[src/rtl/mem_pkg.sv]
// rtl/mem_pkg.sv - shared memory-access encodings and uncached FSM state type
package mem_pkg;

   // Final memory access types produced by address translation
   typedef enum logic [1:0] {
      MAT_SUC = 2'b00,
      MAT_CC  = 2'b01,
      MAT_WUC = 2'b10
   } mat_e;

   // Access size codes as carried on req_size
   typedef enum logic [1:0] {
      SZ_BYTE = 2'd0,
      SZ_HALF = 2'd1,
      SZ_WORD = 2'd2
   } size_e;

   typedef enum logic [2:0] {
      UC_IDLE,
      UC_DRAIN,
      UC_RD_ADDR,
      UC_RD_DATA,
      UC_WR_REQ,
      UC_WR_RESP,
      UC_RESP
   } uc_state_e;

   // Ordering gate: posted (WUC) stores only need a free slot, everything
   // else must wait until every posted write has been acknowledged.
   function automatic logic drain_ok(input logic we, input logic wuc,
                                     input logic empty, input logic full);
      return (we && wuc) ? !full : empty;
   endfunction

endpackage

[src/rtl/posted_wr_cnt.sv]
// rtl/posted_wr_cnt.sv - saturating count of posted writes awaiting a B response
module posted_wr_cnt #(
   parameter int MAX_POSTED = 4
) (
   input  logic i_clk,
   input  logic i_rst_n,
   input  logic i_inc,
   input  logic i_dec,
   output logic o_full,
   output logic o_empty
);

   localparam int CW = $clog2(MAX_POSTED + 1);
   localparam logic [CW-1:0] MAX_CNT = CW'(MAX_POSTED);

   logic [CW-1:0] r_count;

   // Up/down count; a simultaneous inc and dec cancel out
   always_ff @(posedge i_clk or negedge i_rst_n) begin
      if (!i_rst_n) begin
         r_count <= '0;
      end else if (i_inc && !i_dec && r_count != MAX_CNT) begin
         r_count <= r_count + 1'b1;
      end else if (i_dec && !i_inc && r_count != '0) begin
         r_count <= r_count - 1'b1;
      end
   end

   assign o_full  = (r_count == MAX_CNT);
   assign o_empty = (r_count == '0);

   // Overflow/underflow would mean a lost or spurious B response
   always_ff @(posedge i_clk) begin
      if (i_rst_n) begin
         assert (!(i_inc && !i_dec && o_full));
         assert (!(i_dec && !i_inc && o_empty));
      end
   end

endmodule

[src/rtl/uncached_access_unit.sv]
// rtl/uncached_access_unit.sv - single-beat SUC/WUC bus access engine for the memory pipeline
module uncached_access_unit
   import mem_pkg::*;
#(
   parameter int MAX_POSTED = 4,
   parameter int ADDR_W     = 32
) (
   input  logic              aclk,
   input  logic              aresetn,
   input  logic              req_valid,
   output logic              req_ready,
   input  logic [ADDR_W-1:0] req_addr,
   input  logic [1:0]        req_mat,
   input  logic              req_we,
   input  logic [1:0]        req_size,
   input  logic [3:0]        req_wstrb,
   input  logic [31:0]       req_wdata,
   output logic              resp_valid,
   input  logic              resp_ready,
   output logic [31:0]       resp_rdata,
   output logic              ar_valid,
   input  logic              ar_ready,
   output logic [ADDR_W-1:0] ar_addr,
   output logic [2:0]        ar_size,
   input  logic              r_valid,
   output logic              r_ready,
   input  logic [31:0]       r_data,
   output logic              aw_valid,
   input  logic              aw_ready,
   output logic [ADDR_W-1:0] aw_addr,
   output logic [2:0]        aw_size,
   output logic              w_valid,
   input  logic              w_ready,
   output logic [31:0]       w_data,
   output logic [3:0]        w_strb,
   input  logic              b_valid,
   output logic              b_ready,
   output logic              posted_empty
);

   uc_state_e         r_state;
   uc_state_e         w_state_nxt;
   logic [ADDR_W-1:0] r_req_addr;
   logic              r_req_we;
   logic              r_req_wuc;
   logic [1:0]        r_req_size;
   logic [3:0]        r_req_wstrb;
   logic [31:0]       r_req_wdata;
   logic [31:0]       r_rdata;
   logic              r_aw_done;
   logic              r_w_done;

   logic w_accept;
   logic w_req_wuc;
   logic w_accept_go;
   logic w_drain_go;
   logic w_aw_hs;
   logic w_w_hs;
   logic w_wr_done;
   logic w_inc;
   logic w_dec;
   logic w_full;
   logic w_empty;

   assign w_accept    = req_valid && req_ready;
   assign w_req_wuc   = (req_mat == MAT_WUC);
   assign w_accept_go = drain_ok(req_we, w_req_wuc, w_empty, w_full);
   assign w_drain_go  = drain_ok(r_req_we, r_req_wuc, w_empty, w_full);
   assign w_aw_hs     = aw_valid && aw_ready;
   assign w_w_hs      = w_valid && w_ready;
   assign w_wr_done   = (r_state == UC_WR_REQ) && (r_aw_done || w_aw_hs) && (r_w_done || w_w_hs);
   assign w_inc       = w_wr_done && r_req_wuc;
   // A B seen while waiting on a SUC store belongs to that store, not a posted one
   assign w_dec       = b_valid && (r_state != UC_WR_RESP);

   posted_wr_cnt #(.MAX_POSTED(MAX_POSTED)) u_posted_cnt (
      .i_clk   (aclk),
      .i_rst_n (aresetn),
      .i_inc   (w_inc),
      .i_dec   (w_dec),
      .o_full  (w_full),
      .o_empty (w_empty)
   );

   // Next-state selection; DRAIN is skipped when the ordering gate is already open
   always_comb begin
      w_state_nxt = r_state;
      case (r_state)
         UC_IDLE: begin
            if (w_accept) begin
               if (w_accept_go) w_state_nxt = req_we ? UC_WR_REQ : UC_RD_ADDR;
               else             w_state_nxt = UC_DRAIN;
            end
         end
         UC_DRAIN:   if (w_drain_go) w_state_nxt = r_req_we ? UC_WR_REQ : UC_RD_ADDR;
         UC_RD_ADDR: if (ar_ready)   w_state_nxt = UC_RD_DATA;
         UC_RD_DATA: if (r_valid)    w_state_nxt = UC_RESP;
         UC_WR_REQ:  if (w_wr_done)  w_state_nxt = r_req_wuc ? UC_RESP : UC_WR_RESP;
         UC_WR_RESP: if (b_valid)    w_state_nxt = UC_RESP;
         UC_RESP:    if (resp_ready) w_state_nxt = UC_IDLE;
         default:                    w_state_nxt = UC_IDLE;
      endcase
   end

   // State register
   always_ff @(posedge aclk or negedge aresetn) begin
      if (!aresetn) r_state <= UC_IDLE;
      else          r_state <= w_state_nxt;
   end

   // Request latch, read-data capture and per-channel write handshake tracking
   always_ff @(posedge aclk or negedge aresetn) begin
      if (!aresetn) begin
         r_req_addr  <= '0;
         r_req_we    <= 1'b0;
         r_req_wuc   <= 1'b0;
         r_req_size  <= 2'd0;
         r_req_wstrb <= 4'd0;
         r_req_wdata <= 32'd0;
         r_rdata     <= 32'd0;
         r_aw_done   <= 1'b0;
         r_w_done    <= 1'b0;
      end else begin
         if (w_accept) begin
            r_req_addr  <= req_addr;
            r_req_we    <= req_we;
            r_req_wuc   <= w_req_wuc;
            r_req_size  <= req_size;
            r_req_wstrb <= req_wstrb;
            r_req_wdata <= req_wdata;
            r_rdata     <= 32'd0;
            r_aw_done   <= 1'b0;
            r_w_done    <= 1'b0;
         end
         if (r_state == UC_RD_DATA && r_valid) r_rdata <= r_data;
         if (w_aw_hs) r_aw_done <= 1'b1;
         if (w_w_hs)  r_w_done  <= 1'b1;
      end
   end

   // Only SUC and WUC may reach this unit; anything else is handled as SUC
   always_ff @(posedge aclk) begin
      if (aresetn && w_accept) assert (req_mat == MAT_SUC || req_mat == MAT_WUC);
   end

   assign req_ready    = (r_state == UC_IDLE);
   assign ar_valid     = (r_state == UC_RD_ADDR);
   assign ar_addr      = r_req_addr;
   assign ar_size      = {1'b0, r_req_size};
   assign r_ready      = (r_state == UC_RD_DATA);
   assign aw_valid     = (r_state == UC_WR_REQ) && !r_aw_done;
   assign aw_addr      = r_req_addr;
   assign aw_size      = {1'b0, r_req_size};
   assign w_valid      = (r_state == UC_WR_REQ) && !r_w_done;
   assign w_data       = r_req_wdata;
   assign w_strb       = r_req_wstrb;
   assign b_ready      = 1'b1;
   assign resp_valid   = (r_state == UC_RESP);
   assign resp_rdata   = r_rdata;
   assign posted_empty = w_empty;

endmodule

[config.mk]
export PLATFORM = sky130hd
export DESIGN_NAME = uncached_access_unit
export DESIGN_NICKNAME = d
export VERILOG_FILES = /design/src/rtl/mem_pkg.sv /design/src/rtl/posted_wr_cnt.sv /design/src/rtl/uncached_access_unit.sv
export SDC_FILE = /design/constraint.sdc
export NUM_CORES = 1
export LEC_CHECK = 0
export CAP_MARGIN = 25
export CELL_PAD_IN_SITES_DETAIL_PLACEMENT = 0
export CELL_PAD_IN_SITES_GLOBAL_PLACEMENT = 1
export CORE_MARGIN = 2
export CORE_UTILIZATION = 28
export DETAILED_ROUTE_END_ITERATION = 6
export PLACE_DENSITY_LB_ADDON = 0.1
export SLEW_MARGIN = 20
export SYNTH_ARGS = -nofsm -noshare
export SYNTH_HDL_FRONTEND = slang
export SYNTH_HIERARCHICAL = 1
export SYNTH_SLANG_ARGS = --single-unit
[constraint.sdc]
create_clock -name aclk -period 2.8 [get_ports aclk]
set_input_delay 0.56 -clock aclk [delete_from_list [all_inputs] [get_ports aclk]]
set_output_delay 0.56 -clock aclk [all_outputs]
set_load 0.02 [all_outputs]
==> out/results.tsv <==
metric	value	unit
status	complete, no violations	
synth_area	4860	sq um
yosysWarnings	6	
cp-end-kind	primary output	
drt_iter0_drc	139	
synth-adder-area-share	0.412	%
dr.pass1.iters	4	
port_buffers	256	
area_growth	58.2	%
worstReg2RegStart	r_state[2]$_DFFE_PN0P_	
critical_path_class	reg2out	
whs	183	ps
synth-seq-area-share	57.6	%
cp.arrival	1960	ps
wl_per_cell	15.3	um
yosysTopAreaCell	dfrtp_1	
cts_hold_buf	0	
die_y	136	um
synth_cell_types	45	
wl	14.4	mm
synth-edff-count	0	
ioPinCount	260	
cts_buffers	9	
period_minus_slack	2520	ps
cpMaxStageDelayCell	clkdlybuf4s50_1	
die_w	136	um
max_freq	397	MHz
cts_setup_buffers	0	
cts_buffer_depth	2	
nFillCells	1643	
maxSlewHeadroom	62.4	%
cts_sinks	112	
gr-total-overflow	0	
synth-simple-area-share	20.5	%
grt_util_all_layers	15.1	%
cap_violations	0	
critPathMaxStageDelay	700	ps
rsz0062_at_grt	false	
post-synth-top-area-fraction	57.6	%
synth_common_cells	nand2_1 (219), dfrtp_1 (112), buf_4 (41)	
power_density	1210	nW/um^2
cts_tree	done	
p_total	9.32	mW
hold_class	in2async	
root_buffer	clkbuf_16	
synthMuxAreaShare	0.823	%
first_global_vias	4104	
hold_viol_final	0	
crit_fanout	8	
initial_utilization	28.4	%
timing.setup.tns	0	ps
yosys_most_used_dff	dfrtp_1	
drive_above_1_share	4.60	%
rows	48	
synth.ff_latch_count	112	
async_reset_ff_share	100	%
setup_viol	0	
synth_compound_area_share	10.5	%
ctsResizeCount	0	
drc_errors	0	
viasPerCell	4.43	
required	2240	ps
antenna_left	0	
max_slew.worst_pin.slew	563	ps
die_area	18400	sq um
n_antenna_cell	0	
clkLatencyLatePin	340	ps
cp_cell_sequence	nor3_1 > clkdlybuf4s50_1	
final_nets	828	
final.period_utilization	90.0	%
ir_drop	0.000422	V
synth_top_family_by_area	simple AND/OR/NAND/NOR gates	
reg2reg_to	u_posted_cnt/r_count[2]$_DFFE_PN0P_	
yosys-top-cells-area	dfrtp_1 (58%), nand2_1 (17%), buf_4 (6.3%), a22o_1 (6.1%), buf_2 (1.2%)	
synth.most_common_cell	nand2_1	
regToRegSetupSlack	480	ps
avgSynthCellArea	9.73	sq um
critPathLaunchType	flip-flop	
core-area	17100	sq um
skew	7.50	ps
leakage	3.56	nW
dp_hpwl	10.4	mm
place.gp.congestion	0.754	
synth_cells	500	
vias	4169	
placedCellCount	927	
htree_levels	3	
grt_pass1_wl	21.6	mm
drv_slew	0	
grt_max_degree	63	
antenna_found_initial	0	
layout.cells.non_filler	942	
synth_xor_area_share	0.180	%
cts.clk_slew.worst_paths	70	ps
worstRegToRegCells	6	
## registers in the layout, summed over array words and instances (netlist names)
register / flops
r_aw_done: 1
r_req_we: 1
w_data: 32
resp_rdata: 32
r_state: 3
r_w_done: 1
r_req_size: 2
ar_addr: 32
w_strb: 4
r_req_wuc: 1
u_posted_cnt/r_count: 3
## worst max-delay path by stage
stage	slack, ps	startpoint	endpoint	cells after the start
floorplan	410	r_state[1]$_DFFE_PN0P_	u_posted_cnt/r_count[1]$_DFFE_PN0P_	9
global placement	130	w_ready	u_posted_cnt/r_count[2]$_DFFE_PN0P_	7
detailed placement	80	aw_ready	u_posted_cnt/r_count[2]$_DFFE_PN0P_	7
CTS	240	u_posted_cnt/r_count[0]$_DFFE_PN0P_	posted_empty	2
global route	150	u_posted_cnt/r_count[0]$_DFFE_PN0P_	posted_empty	2
finish	280	u_posted_cnt/r_count[0]$_DFFE_PN0P_	posted_empty	2
## worst max-delay path: cells and delay by family, from the launching register on
kind,cells,cell delay [ps]
buffers and inverters,1,700
flip-flops,1,480
AND/OR/NAND/NOR,1,440
## through the flow
stage / worst slack [ps] / area (sq um) / util [%]
after detailed placement: 75.1 / 7360 / 43.0
after CTS: 243 / 7700 / 45.0
after global routing: 153 / 7700 / 45.0
after global placement: 133 / 7360 / 43.0
after floorplan: 411 / 4870 / -
final: 281 / 7700 / 45.0
## routing by layer
layer  wire (um)  vias to the layer above  track usage, %
met4         197                        0            5.21
li1            -                     2010               -
met1        5850                     1974            18.3
met2        6920                      173            24.9
met3        1420                       12            5.39
met5           0                        -               0
## cell families after synthesis
family	after synthesis
other	2
adder cells (fa/ha/maj)	1
AND/OR/NAND/NOR	246
XOR/XNOR	1
buffers and inverters	72
flip-flops	112
multiplexers	4
AO/OA/AOI/OAI	62
## layout make-up
type	count	area, sq um	share of cell area [%]
clock buffers	9	225	2.93
clock inverters	6	109	1.41
inverters	7	26.3	0.341
multi-input cells	317	1590	20.7
flip-flops and latches	112	2800	36.4
well taps	225	282	3.66
repair buffers	266	2660	34.6
## where the power goes
group          switching (mW)  leakage [nW]  internal (mW)
Sequential              0.529          1.43           2.38
Clock                   0.576         0.165          0.869
Combinational            2.60          1.97           2.36
## layout by cell type (no fill, tap or decap), types with 2 or more instances in the layout
cell type	count
o22ai_1	2
nand2b_1	5
buf_12	2
o21a_1	2
o21ai_0	4
a21oi_1	2
clkinv_2	2
dfrtp_1	112
nand3b_1	2
bufinv_16	3
clkdlybuf4s50_1	255
inv_1	7
nand2_1	218
mux2i_1	4
buf_4	9
nor3_1	5
clkbuf_16	9
conb_1	3
a22o_1	34
o31ai_1	2
nor2_1	6
Power figures use the tool's default switching activity.
